File: src/rtl/stack_ctrl.sv
// -----------------------------------------------------------------------------
// stack_ctrl
// Microsequencer for the dual-stack datapath (stacks A/B, ALU, data-in mux,
// stackb/storeb holding registers and the `great` comparator). It takes one
// instruction at a time over a valid/ready handshake. It checks the stack
// pointers for overflow/underflow, then drives the push/pop, ALU, mux-select
// and load strobes. It reports completion and errors.
//
// Ports
//   clk, rst              clock (rising edge), synchronous active-high reset
//   instr_valid/ready     instruction handshake; ready only while idle
//   instr_op, instr_mode  opcode and ALU function bits, latched on accept
//   pointerA, pointerB    stack occupancies (DEPTH = full, 0 = empty)
//   great                 comparator result, captured by CMP into cmp_flag
//   pushA/popA/pushB/popB stack strobes
//   alu_a, alu_b, alu_c   ALU function select and write-back strobe
//   load_e                storeb_reg load strobe
//   d_select              mux: 0 data_in, 1 top, 2 stackb_reg, 3 storeb_reg
//   done, err             one-cycle completion / error pulses
//   err_code              last error (0 none, 1 ovf, 2 unf, 3 illegal op)
//   cmp_flag              `great` as sampled by the last CMP
// -----------------------------------------------------------------------------
module stack_ctrl #(
  parameter int DEPTH   = 16,
  parameter int PW      = 5,
  parameter int ALU_LAT = 1
) (
  input  logic          clk,
  input  logic          rst,
  input  logic          instr_valid,
  output logic          instr_ready,
  input  logic [3:0]    instr_op,
  input  logic [1:0]    instr_mode,
  input  logic [PW-1:0] pointerA,
  input  logic [PW-1:0] pointerB,
  input  logic          great,
  output logic          pushA,
  output logic          popA,
  output logic          pushB,
  output logic          popB,
  output logic          alu_a,
  output logic          alu_b,
  output logic          alu_c,
  output logic          load_e,
  output logic [1:0]    d_select,
  output logic          done,
  output logic          err,
  output logic [1:0]    err_code,
  output logic          cmp_flag
);

  typedef enum logic [1:0] {IDLE, EXEC, WAIT, WB} state_t;

  typedef enum logic [3:0] {
    OP_NOP     = 4'd0,
    OP_PUSHA   = 4'd1,
    OP_PUSHB   = 4'd2,
    OP_POPA    = 4'd3,
    OP_POPB    = 4'd4,
    OP_DUPA    = 4'd5,
    OP_ALU     = 4'd6,
    OP_STORE_E = 4'd7,
    OP_XFER_B  = 4'd8,
    OP_XFER_S  = 4'd9,
    OP_CMP     = 4'd10
  } op_t;

  typedef enum logic [1:0] {ERR_NONE, ERR_OVF, ERR_UNF, ERR_ILL} err_t;

  localparam logic [PW-1:0] PTR_FULL = PW'(DEPTH);
  localparam logic [PW-1:0] PTR_TWO  = PW'(2);
  // WAIT counts down from ALU_LAT-1 to 0, giving exactly ALU_LAT cycles.
  localparam logic [2:0]    LAT_M1   = 3'((ALU_LAT > 0) ? ALU_LAT - 1 : 0);

  state_t     state, state_next;
  logic [3:0] op_q;
  logic [1:0] mode_q;
  logic [2:0] wait_cnt;
  err_t       chk_code;

  assign instr_ready = (state == IDLE);

  // Pointer checks for the latched op. Only meaningful while in EXEC.
  // Underflow is tested before overflow, so DUP_A on an empty stack
  // reports underflow.
  always_comb begin
    // NOTE: every always_comb output gets a default first; a path that leaves
    // a signal unassigned would otherwise infer a latch.
    chk_code = ERR_NONE;
    case (op_q)
      OP_NOP, OP_STORE_E, OP_CMP: chk_code = ERR_NONE;
      OP_PUSHA, OP_XFER_B, OP_XFER_S:
        if (pointerA == PTR_FULL) chk_code = ERR_OVF;
      OP_PUSHB:
        if (pointerB == PTR_FULL) chk_code = ERR_OVF;
      OP_POPA:
        if (pointerA == '0) chk_code = ERR_UNF;
      OP_POPB:
        if (pointerB == '0) chk_code = ERR_UNF;
      OP_DUPA:
        if (pointerA == '0)            chk_code = ERR_UNF;
        else if (pointerA == PTR_FULL) chk_code = ERR_OVF;
      OP_ALU:
        if (pointerA < PTR_TWO) chk_code = ERR_UNF;
      default: chk_code = ERR_ILL;
    endcase
  end

  // State register
  always_ff @(posedge clk) begin
    // NOTE: sequential state uses non-blocking assignments so every register
    // samples pre-edge values regardless of process ordering.
    if (rst) state <= IDLE;
    else     state <= state_next;
  end

  // Next state and strobe decode. Strobes depend only on the registered
  // state, the latched op/mode and (in EXEC) the pointer check, never on
  // instr_*.
  always_comb begin
    state_next = state;
    pushA      = 1'b0;
    popA       = 1'b0;
    pushB      = 1'b0;
    popB       = 1'b0;
    alu_a      = 1'b0;
    alu_b      = 1'b0;
    alu_c      = 1'b0;
    load_e     = 1'b0;
    d_select   = 2'd0;
    done       = 1'b0;
    err        = 1'b0;

    unique case (state)
      IDLE: begin
        if (instr_valid) state_next = EXEC;
      end

      EXEC: begin
        state_next = IDLE;
        if (chk_code != ERR_NONE) begin
          done = 1'b1;
          err  = 1'b1;
        end else begin
          case (op_q)
            OP_PUSHA:   begin pushA = 1'b1; d_select = 2'd0; done = 1'b1; end
            OP_PUSHB:   begin pushB = 1'b1; d_select = 2'd0; done = 1'b1; end
            OP_POPA:    begin popA  = 1'b1; done = 1'b1; end
            OP_POPB:    begin popB  = 1'b1; done = 1'b1; end
            OP_DUPA:    begin pushA = 1'b1; d_select = 2'd1; done = 1'b1; end
            OP_STORE_E: begin load_e = 1'b1; done = 1'b1; end
            OP_XFER_B:  begin pushA = 1'b1; d_select = 2'd2; done = 1'b1; end
            OP_XFER_S:  begin pushA = 1'b1; d_select = 2'd3; done = 1'b1; end
            OP_ALU: begin
              // Second operand is popped now; the result overwrites the top
              // of A when alu_c fires in WB.
              alu_a      = mode_q[1];
              alu_b      = mode_q[0];
              popA       = 1'b1;
              state_next = (ALU_LAT == 0) ? WB : WAIT;
            end
            default: done = 1'b1;  // NOP, CMP
          endcase
        end
      end

      WAIT: begin
        if (wait_cnt == 3'd0) state_next = WB;
      end

      WB: begin
        alu_c      = 1'b1;
        done       = 1'b1;
        state_next = IDLE;
      end

      default: state_next = IDLE;
    endcase
  end

  // Latched instruction, ALU wait counter, error code and comparator flag.
  always_ff @(posedge clk) begin
    if (rst) begin
      op_q     <= 4'd0;
      mode_q   <= 2'd0;
      wait_cnt <= 3'd0;
      err_code <= 2'd0;
      cmp_flag <= 1'b0;
    end else begin
      if (state == IDLE && instr_valid) begin
        op_q     <= instr_op;
        mode_q   <= instr_mode;
        err_code <= 2'd0;
      end
      if (state == EXEC) begin
        wait_cnt <= LAT_M1;
        if (chk_code != ERR_NONE) err_code <= chk_code;
        else if (op_q == OP_CMP)  cmp_flag <= great;
      end
      if (state == WAIT && wait_cnt != 3'd0) wait_cnt <= wait_cnt - 3'd1;
    end
  end

endmodule

File: config.mk
export PLATFORM = sky130hd
export DESIGN_NAME = stack_ctrl
export DESIGN_NICKNAME = d
export VERILOG_FILES = /design/src/rtl/stack_ctrl.sv
export SDC_FILE = /design/constraint.sdc
export NUM_CORES = 1
export LEC_CHECK = 0
export CORE_MARGIN = 8
export CORE_UTILIZATION = 44
export DETAILED_ROUTE_END_ITERATION = 10
export GPL_TIMING_DRIVEN = 0
export PLACE_DENSITY = 0.87
export SLEW_MARGIN = 10
export SYNTH_ARGS = -nofsm -noshare
export SYNTH_HDL_FRONTEND = slang
export SYNTH_SLANG_ARGS = --single-unit
File: constraint.sdc
create_clock -name clk -period 3.9 [get_ports clk]
set_clock_uncertainty 0.1 [all_clocks]
set_input_delay 1.17 -clock clk [delete_from_list [all_inputs] [get_ports clk]]
set_output_delay 1.17 -clock clk [all_outputs]
set_load 0.05 [all_outputs]
---- After elaboration in Yosys (flattened, before gate mapping) ----
Cells that the tools add are included.
storage, ports and cells
  register bits after elaboration ......... 14
  input port bits ......................... 20
  output and inout bits ................... 16
operators by class
  bitwise gates (word level) .............. 1
  add/sub/neg operators ................... 1
  equal/unequal tests ..................... 17
  reduce and logical (&&, ||, !) cells .... 16
  magnitude comparators ................... 1
  mux-type cells .......................... 47
operators with widths
  operator             number
  $mux 1               28
  $mux 2               13
  $eq 4x3->1 const B   4
  $pmux 2 s7           1
  $eq 4x4->1 const B   3
  $eq 5x5->1 const B   2
  $logic_not 5->1      2
  $eq 4x2->1 const B   2
  $pmux 2 s4           1
  $mux 3               2
  $pmux 2 s3           1
  $reduce_or 3->1      2
  $lt 5x2->1 const B   1
  $eq 2x2->1 const B   2
  $eq 4x1->1 const B   1
  $logic_not 4->1      1
  $ne 2x2->1 const B   2
  $reduce_bool 2->1    2
  $reduce_or 4->1      1
  $logic_not 3->1      1
  $reduce_and 3->1     1
  $reduce_bool 3->1    1
  $sub 3x1->3 const B  1
  $eq 2x1->1 const B   1
  6 further kinds      7

---- Logic depth before layout (Yosys ltp) ----
Gate-level depths: netlist (run 1).
  word-level depth ........................ 7
  gate-level depth with buffers ........... 6
  mapped depth without buffers ............ 6

---- Least setup slack after synthesis (run 1) ----
No wires, ideal clock.
  kind .................................... input-to-output
  from .................................... in pointerA[1]
  to ...................................... out alu_a
  arrival ................................. 3.434 ns
  stages on the path ...................... 5
  buffers on the path ..................... 1
  path slack .............................. -0.804 ns
  cells stage by stage .................... or3_1 nor3_1 a221o_1 buf_6 nor4_1
between the ends
  longest elaborated chain between the ends .. 7
  elaborated cells on any way between the ends .. 11
  those cells by class .................... 1 x order compare; 1 x eq/ne; 7 x mux; 2 x reduce/logical
RTL lines
  item                                                                RTL line  RTL
  start, declared                                                     34        input logic [PW-1:0] pointerA,
  parallel branches: the longest is 3 deep, another holds $lt 5x2->1  -
  $pmux 2 s7 (*)                                                      90        case (op_q)
  $reduce_bool 2->1 (*)                                               141       if (chk_code != ERR_NONE) begin
  $mux 1 (*)                                                          141
  $mux 1 (*)                                                          134       unique case (state)
  end, declared                                                       41        output logic alu_a,
Mark *: on every way between the ends.

---- Final worst setup path (run 1) ----
  from .................................... in pointerA[2]
  to ...................................... out err
between the ends
  longest elaborated chain between the ends .. 7
  elaborated cells on any way between the ends .. 11
  those cells by class .................... 1 x order compare; 1 x eq/ne; 7 x mux; 2 x reduce/logical
RTL lines
  item                                                                RTL line  RTL
  parallel branches: the longest is 3 deep, another holds $lt 5x2->1  -
  $pmux 2 s7 (*)                                                      90
  $reduce_bool 2->1 (*)                                               141
  $mux 1 (*)                                                          141
  $mux 1 (*)                                                          134
  end, declared                                                       47        output logic err,
Marks and branches as above.

==> flow_summary_export.csv, run 1 <==
group,metric,value,unit
routing,met2_length,1640,um
routing,route.final.wire_length,3090,um
synthesis,postSynth.asyncResetShare,0,
routing,drc_errors,0,
finish,post_layout_util,0.674,
routing,route.detailed.vias_per_inst,5.72,
setup_path,setup_crit_start,"pointerA[2]",
finish,finalNonFillerCells,202,
setup_path,critPathSlowestCell,"or3_4",
clock_network,worst_setup_hold_path_clk_slew,0.08,ns
synthesis,synth_seq_area_share,0.270,
routing,vias,1156,
setup_path,regToRegSetupSlack,2.02,ns
grt,grt_max_degree,11,
min_path,hold-path-endpoint,"mode_q[0]",
power,vdd_drop_max,0.193,mV
finish,seqCellArea,280,um^2
status,status,"finished, final reports clean",
timing,holdWs,0.378,ns
clock_network,cts_root_buf,"clkbuf_4",
floorplanning,die_h,64.6,um
finish,n_antenna_cell,0,
synthesis,syn-mean-instance-area,7.87,um^2
grt,grt_antenna_before_repair,0,
placement,io_buffer_count,35,
clock_network,clkSinkCount,14,
routing,routed_wire_length_per_instance,15.3,um
finish,final_net_count,198,
timing,timing.final.crit_period,3.81,ns
synthesis,synth-edff-count,0,
setup_path,critical_path.cell_chain,"clkdlybuf4s15_1 -> or3_4 -> nor4b_4 -> or2_4 -> o21a_1 -> buf_6",
setup_path,critical_path.endpoint_type,"primary output",
clock_network,hold_buf_cts,0,
power,power,0.317,mW
setup_path,path_max_fanout,5,
timing,finalHoldViolations,0,
finish,final.fill_count,198,
routing,route.antenna.remaining_nets,0,
routing,drt-met1-wl,1230,um
flow_run,cap_violations,0,
floorplanning,starting_density,0.465,
timing,setup_total_negative_slack,0,ns
setup_path,reg2reg_to,"err_code[0]",
synthesis,yosys_warnings,0,
timing,clock.fmax,0.263,GHz
finish,drive_gt1_frac,0.264,
floorplanning,core_area,2230,um^2
setup_path,cp.buffers_inverters,2,
placement,post-place-ws,-0.980,ns
timing,tightestPinTransition,0.498,ns
grt,vias_in_the_first_global_route,1207,
timing,drv_slew,0,
setup_path,critPathLaunchType,"input port",
synthesis,number_of_nets_in_the_synthesized_netlist,154,
floorplanning,num_rows,17,
timing,post-route-period-util,0.976,
clock_network,cts_max_level,1,
synthesis,synth.cell_area,1040,um^2
routing,dr.max_layer_used,"met4",
placement,place_area,1440,um^2
finish,areaGrowthSynthToFinish,44.9,%
routing,met3WireLength,164,um
routing,drt_iter0_markers,37,
floorplanning,design.die.area,4170,um^2
synthesis,synth_cell_type_count,50,
setup_path,critical-path-top-delay-family,"simple AND/OR/NAND/NOR gates",
timing,postLayoutSetupSlackWorst,0.0921,ns
setup_path,worst-endpoint-required,2.63,ns
grt,grt_util_all_layers,0.142,
setup_path,slowest_delay,0.35,ns
power,p_per_area,210,nW/um^2
clock_network,cts_tree,"done",
clock_network,cts-buffers-inserted,3,
synthesis,synthCells,132,
min_path,min_path_type,"register to register",
synthesis,synthesis_stage_register_bit_count,14,
placement,gp_congestion,0.881,
setup_path,worstPathArrival,2.54,ns
floorplanning,num_io_pins,36,
clock_network,max_buffers_root_to_sink,2,
setup_path,timing.reg2reg.worst_path_depth,5,
power,p_leak,0.599,nW
timing,setup_viol_count_final,0,
clock_network,clk_latency,0.28,ns
timing,timing.max_slew.rel_slack,0.667,
placement,placedCellCount,195,
grt,grt_pass1_wl,5080,um
placement,dp_hpwl,2400,um
min_path,hold-path-cell-count,2,
grt,grt.overflow.total,0,
floorplanning,die-width,64.6,um
finish,postLayoutCellArea,1510,um^2
synthesis,yosys_most_used_dff,"dfxtp_1",
finish,multi_input_comb_area,744,um^2
setup_path,criticalPathCategory,"input port to primary output",
timing,grt_setup_unrepaired,"no",
min_path,hold_start,"mode_q[0]",
routing,first_pass_iters,4,
worst register-to-register path: cells and delay by family, from the launching register on:
kind                   cells  cell delay (ns)
AOI/OAI and AO/OA          3             0.59
DFF                        1             0.38
and+or+nand+nor            1             0.49
buffers and inverters      1             0.19
cells by family after synthesis:
family                     after synthesis  share of synthesized area
and+or+nand+nor                         69                      0.399
AOI/OAI and AO/OA                       27                      0.181
buffers and inverters                   16                     0.0904
DFF                                     14                      0.270
xor gates and xnor gates                 2                     0.0169
muxes                                    2                     0.0193
adders and majority gates                2                     0.0241
registers in the layout (all words and copies together) (netlist names), named ones only:
| name | count |
|---|---|
| wait_cnt | 3 |
| mode_q | 2 |
| op_q | 4 |
| state | 1 |
| cmp_flag | 1 |
| err_code | 2 |
cells in the mapped netlist (all sizes together), types with 2 or more instances:
master,n,area share
inv,4,0.014
o211ai,2,0.014
and2,2,0.012
or4b,2,0.019
nor2b,4,0.024
nand3,2,0.0096
nand3b,2,0.014
or3,2,0.012
or3b,2,0.017
nor4,5,0.036
nor3b,3,0.022
nand2,17,0.061
nor4b,2,0.031
ha,2,0.024
and4,2,0.019
mux2i,2,0.019
o21bai,2,0.014
buf,7,0.058
nand2b,5,0.030
dfxtp,14,0.27
nor2,9,0.033
clkbuf,5,0.018
nor3,6,0.029
a21oi,10,0.052
repair_timing:
| item | in CTS | in global routing |
|---|---|---|
| resized for setup | 100 | 4 |
| setup buffers | 3 | 0 |
| pin swaps | 12 | 4 |
| endpoints found under the setup margin | 10 | 1 |
| cloned | 2 | 0 |
| endpoints found under the hold margin | 0 | 0 |
how the worst max path moves through the flow:
stage	end	slack, ns	cells after the start
after CTS	err	0.01	6
final	err	0.09	6
after floorplan	d_select[0]	-0.35	5
after detailed placement	err	-0.98	7
after global routing	err	0.03	6
after global placement	err	-0.93	7
where the power goes:
group	internal [mW]	leakage, nW	switching [mW]
Sequential	0.147	0.114	0.00458
Combinational	0.0369	0.471	0.0449
Clock	0.0359	0.0138	0.0472
Total	0.220	0.599	0.0967
cells in the final DEF, fill, tap and decap left out, drive strengths merged, types with 2 or more instances in the layout:
cell / instances
or2: 2
nor4b: 2
mux2i: 2
nor4: 5
or3: 2
nand3: 2
and2: 2
or4b: 2
and4: 2
nor3b: 3
nand2: 17
dfxtp: 14
o21bai: 2
clkdlybuf4s50: 15
nor2: 9
nand3b: 2
or3b: 2
inv: 4
nor3: 6
dlygate4sd2: 5
clkbuf: 10
o211ai: 2
nor2b: 4
nand2b: 5
a21oi: 10
ha: 2
buf: 22
layer usage:
layer,vias up,GRT usage
met3,8,0.0344
met2,34,0.273
met1,547,0.147
met4,0,0.0436
met5,-,0
li1,567,-
cell type report:
class | instances | share of cell area
Multi-Input combinational cell | 103 | 0.495
Timing Repair Buffer | 39 | 0.226
Sequential cell | 14 | 0.186
Buffer | 11 | 0.0449
Tap cell | 28 | 0.0233
Clock buffer | 3 | 0.0150
Inverter | 4 | 0.00998
(Power assumes the default switching activity.)
==> inputs of run 2 (changes only) <==
- CORE_ASPECT_RATIO: unset -> 0.8
==> flow_summary_export.csv, run 2 (same netlist as run 1, synthesis figures left out) <==
group,metric,value,unit
min_path,hold_start,"mode_q[0]",
status,status,"finished, final reports clean",
clock_network,clkSinkCount,14,
setup_path,critical_path.endpoint_type,"primary output",
setup_path,reg2reg_to,"err_code[1]",
clock_network,cts-buffers-inserted,3,
setup_path,cp.buffers_inverters,3,
power,power,0.346,mW
floorplanning,num_io_pins,36,
setup_path,worst-endpoint-required,2.63,ns
clock_network,max_buffers_root_to_sink,2,
finish,max_ffs_per_register,4,
routing,vias,1152,
floorplanning,starting_density,0.473,
floorplanning,die-width,70.3,um
grt,grt_pass1_wl,5440,um
min_path,min_path_type,"register to register",
setup_path,path_common_cell,"buf_6",
setup_path,critical-path-top-delay-family,"buffers and inverters",
floorplanning,design.die.area,4180,um^2
setup_path,timing.reg2reg.worst_path_depth,5,
timing,tightestPinTransition,0.515,ns
timing,setup_viol_count_final,0,
grt,grt_max_degree,11,
min_path,hold-path-cell-count,2,
clock_network,worst_setup_hold_path_clk_slew,0.10,ns
timing,post-route-period-util,0.976,
floorplanning,core_area,2200,um^2
setup_path,regToRegSetupSlack,2.01,ns
finish,areaGrowthSynthToFinish,45.2,%
grt,grt_antenna_before_repair,0,
placement,placedCellCount,192,
timing,grt_setup_unrepaired,"no",
placement,post-place-ws,-0.988,ns
finish,final_common_cell,"nand2_1",
floorplanning,die_h,59.5,um
finish,register_with_the_most_flip_flops,"op_q",
setup_path,reg2reg_from,"op_q[1]",
floorplanning,num_rows,15,
timing,clock.fmax,0.263,GHz
clock_network,clk_latency,0.30,ns
routing,route.detailed.vias_per_inst,5.76,
setup_path,critical_path.cell_chain,"dlygate4sd2_1 -> nor4b_1 -> a221o_1 -> buf_6 -> nor4_4 -> buf_6",
timing,finalHoldViolations,0,
power,vdd_drop_max,0.175,mV
timing,drv_slew,0,
placement,place_area,1440,um^2
clock_network,hold_buf_cts,0,
timing,timing.final.crit_period,3.81,ns
flow_run,cap_violations,0,
timing,holdWs,0.376,ns
finish,layout_common_cells,"nand2_1 (17), clkdlybuf4s50_1 (15), dfxtp_1 (14), buf_4 (10)",
clock_network,cts_root_buf,"clkbuf_4",
setup_path,critPathSlowestCell,"a221o_1",
routing,drc_errors,0,
finish,drive_gt1_frac,0.257,
setup_path,critPathLaunchType,"input port",
min_path,hold-path-endpoint,"mode_q[0]",
placement,gp_congestion,0.810,
timing,timing.max_slew.rel_slack,0.655,
setup_path,worstPathArrival,2.54,ns
setup_path,slowest_delay,0.44,ns
finish,final_net_count,198,
finish,top_regs,"op_q: 4 flops, wait_cnt: 3 flops",
clock_network,cts_max_level,1,
setup_path,criticalPathCategory,"input port to primary output",
grt,grt.overflow.total,0,
routing,routed_wire_length_per_instance,16.3,um
timing,postLayoutSetupSlackWorst,0.0943,ns
power,p_leak,0.593,nW
placement,io_buffer_count,35,
placement,dp_hpwl,2370,um
finish,finalNonFillerCells,200,
power,p_per_area,230,nW/um^2
routing,route.final.wire_length,3260,um
finish,postLayoutCellArea,1510,um^2
setup_path,path_max_fanout,5,
routing,drt_iter0_markers,74,
routing,first_pass_iters,4,
clock_network,cts_tree,"done",
grt,vias_in_the_first_global_route,1129,
finish,n_antenna_cell,0,
routing,route.antenna.remaining_nets,0,
grt,grt_util_all_layers,0.158,
run 2: cell count changes in the layout (fill, tap and decap cells not counted), sizes merged:
cell and delta:
clkdlybuf4s15 -1, clkbuf +2
run 2: worst min-delay path: stages (launching register included):
cell and delay, ns:
dfxtp_1 0.33, nand2_1 0.06, a21oi_1 0.05
run 2: how the worst max path moves through the flow:
stage / startpoint / endpoint / slack (ns) / cells after the start
finish: pointerB[4] / pushB / 0.09 / 6
global route: pointerB[1] / err / 0.03 / 6
CTS: pointerA[0] / err / 0.001 / 6
detailed placement: pointerA[4] / err / -0.99 / 7
global placement: pointerA[4] / err / -0.93 / 7
floorplan: pointerA[1] / d_select[0] / -0.35 / 5
run 2: metal layers:
metal  routed length [um]  part of all wire  track usage  up-vias
li1                     -                 -            -      565
met1                 1350              0.41        0.177      532
met2                 1600              0.49        0.273       45
met3                  215             0.066       0.0519       10
met4                   96             0.029       0.0571        0
met5                    0                 0            0        -
run 2: report_power, final:
part           internal, mW  leakage, nW  switching (mW)
clock                0.0570       0.0210          0.0542
combinational        0.0371        0.458          0.0459
sequential            0.147        0.114         0.00463
run 2: layout make-up:
cell class                 count  area [um^2]
multi-input combinational    103          738
fill                         174          688
timing repair buffer          39          339
sequential                    14          280
buffer                        11         67.6
clock buffer                   4         36.3
tap                           25         31.3
inverter                       4         15.0
run 2: metrics by stage:
stage | setup TNS (ns) | utilization
after floorplan | -2.32 | -
after global placement | -8.37 | 0.655
after detailed placement | -8.74 | 0.655
after CTS | 0 | 0.690
after global routing | 0 | 0.687
final | 0 | 0.687
run 2: repair_timing:
action	4_1_cts	5_1_grt
gates cloned	2	0
endpoints found under the setup margin	10	10
gates resized for setup	96	8
pin swaps	10	9
setup buffers	3	0
==> inputs of run 3 (changes only) <==
- CORE_MARGIN: 8 -> unset
==> flow_summary_export.csv, run 3 (same netlist as run 1, synthesis figures left out) <==
group,metric,value,unit
finish,post_layout_util,0.738,
clock_network,max_buffers_root_to_sink,2,
setup_path,path_common_cell,"buf_6",
clock_network,cts-buffers-inserted,3,
timing,post-route-period-util,1.02,
status,violations_in_the_final_reports,"negative setup slack",
timing,clock.fmax,0.252,GHz
setup_path,cp.buffers_inverters,4,
clock_network,clkSinkCount,14,
finish,top_regs,"op_q: 4 flops, wait_cnt: 3 flops",
routing,route.antenna.remaining_nets,0,
placement,dp_hpwl,2180,um
clock_network,worst_setup_hold_path_clk_slew,0.09,ns
timing,finalHoldViolations,0,
grt,grt_util_all_layers,0.259,
grt,vias_in_the_first_global_route,1110,
timing,setup_viol_count_final,5,
finish,seqCellArea,280,um^2
setup_path,worstPathArrival,2.70,ns
clock_network,cts_max_level,1,
power,p_per_area,215,nW/um^2
power,vdd_drop_max,0.182,mV
timing,postLayoutSetupSlackWorst,-0.0682,ns
floorplanning,starting_density,0.473,
min_path,min_path_type,"register to register",
timing,timing.max_slew.rel_slack,0.662,
timing,tightestPinTransition,0.506,ns
finish,final_common_cell,"nand2_1",
finish,final.fill_count,152,
routing,first_pass_iters,4,
timing,drv_slew,0,
routing,drc_errors,0,
routing,drt_iter0_markers,46,
routing,routed_wire_length_per_instance,16.6,um
grt,grt_pass1_wl,5040,um
setup_path,criticalPathCategory,"input port to primary output",
floorplanning,core_area,2200,um^2
placement,io_buffer_count,35,
setup_path,path_max_fanout,5,
floorplanning,die_h,45.5,um
placement,gp_congestion,0.887,
floorplanning,design.die.area,2560,um^2
finish,areaGrowthSynthToFinish,56.0,%
setup_path,worst-endpoint-required,2.63,ns
setup_path,slowest_delay,0.40,ns
setup_path,critical_path.cell_chain,"dlygate4sd2_1 -> nor4_2 -> a221o_1 -> buf_6 -> buf_4 -> nor3_4 -> buf_6",
finish,register_with_the_most_flip_flops,"op_q",
finish,multi_input_comb_area,785,um^2
setup_path,critical-path-top-delay-family,"buffers and inverters",
floorplanning,num_io_pins,36,
finish,max_ffs_per_register,4,
grt,grt_antenna_before_repair,0,
setup_path,critical_path.endpoint_type,"primary output",
finish,layout_common_cells,"nand2_1 (17), clkdlybuf4s50_1 (15), buf_6 (14), dfxtp_1 (14)",
routing,vias,1198,
timing,holdWs,0.397,ns
setup_path,critPathLaunchType,"input port",
clock_network,clk_latency,0.29,ns
clock_network,hold_buf_cts,0,
clock_network,cts_tree,"done",
clock_network,cts_root_buf,"clkbuf_4",
timing,timing.final.crit_period,3.97,ns
finish,final_net_count,203,
routing,route.detailed.vias_per_inst,5.84,
power,p_leak,0.622,nW
finish,drive_gt1_frac,0.294,
grt,grt_max_degree,11,
floorplanning,die-width,56.3,um
floorplanning,num_rows,15,
setup_path,critPathSlowestCell,"nor4_2",
flow_run,cap_violations,0,
finish,n_antenna_cell,0,
status,status,"finished, violations left",
routing,route.final.wire_length,3400,um
grt,grt.overflow.total,0,
## run 3: report_power, final
| part | internal [mW] | total, mW | switching [mW] | leakage (nW) |
|---|---|---|---|---|
| combinational | 0.0391 | 0.0889 | 0.0498 | 0.487 |
| sequential | 0.147 | 0.152 | 0.00443 | 0.114 |
| clock | 0.0569 | 0.107 | 0.0503 | 0.0210 |
| total | 0.243 | 0.348 | 0.105 | 0.622 |
## run 3: area by class of cell
| cell class | count | area share |
|---|---|---|
| timing repair buffer | 44 | 0.250 |
| multi-input combinational | 103 | 0.484 |
| clock buffer | 4 | 0.0224 |
| tap | 25 | 0.0193 |
| inverter | 4 | 0.00927 |
| sequential | 14 | 0.173 |
| buffer | 11 | 0.0417 |
## run 3: final timing paths
kind | start | to | slack, ns | depth (start not counted)
max | pointerB[2] | pushA | -0.07 | 7
min | mode_q[1] | mode_q[1] | 0.40 | 2
max reg2reg | op_q[1] | err_code[1] | 2.10 | 5
min reg2reg | mode_q[1] | mode_q[1] | 0.40 | 2
## run 3: repair_timing
item	4_1_cts	5_1_grt
setup endpoints to repair	10	3
setup buffers	1	7
pin swaps	15	6
gates cloned	2	0
gates resized for setup	114	5
## run 3: per-layer routing
| layer | routed length, um | GRT usage | up-vias |
|---|---|---|---|
| met1 | 1390 | 0.322 | 562 |
| met5 | 0 | 0 | - |
| met4 | 42 | 0.0829 | 0 |
| li1 | - | - | 571 |
| met3 | 255 | 0.0710 | 6 |
| met2 | 1710 | 0.448 | 59 |
## run 3: through the flow
stage	instances	power [mW]	TNS, ns	area, um^2	worst slack, ns
finish	205	0.348	-0.278	1620	-0.0682
floorplan	132	0.201	-2.32	1060	-0.352
global route	205	0.358	-0.312	1620	-0.0747
global placement	192	0.233	-8.28	1440	-0.923
CTS	198	0.342	0	1550	0.00851
detailed placement	192	0.236	-8.77	1440	-0.983
## run 3: worst reg2reg max path: stages (launching register included)
cell and delay, ns:
dfxtp_1 0.38, or3b_4 0.41, nor4b_4 0.36, buf_4 0.19
o31ai_1 0.06, a32o_1 0.21
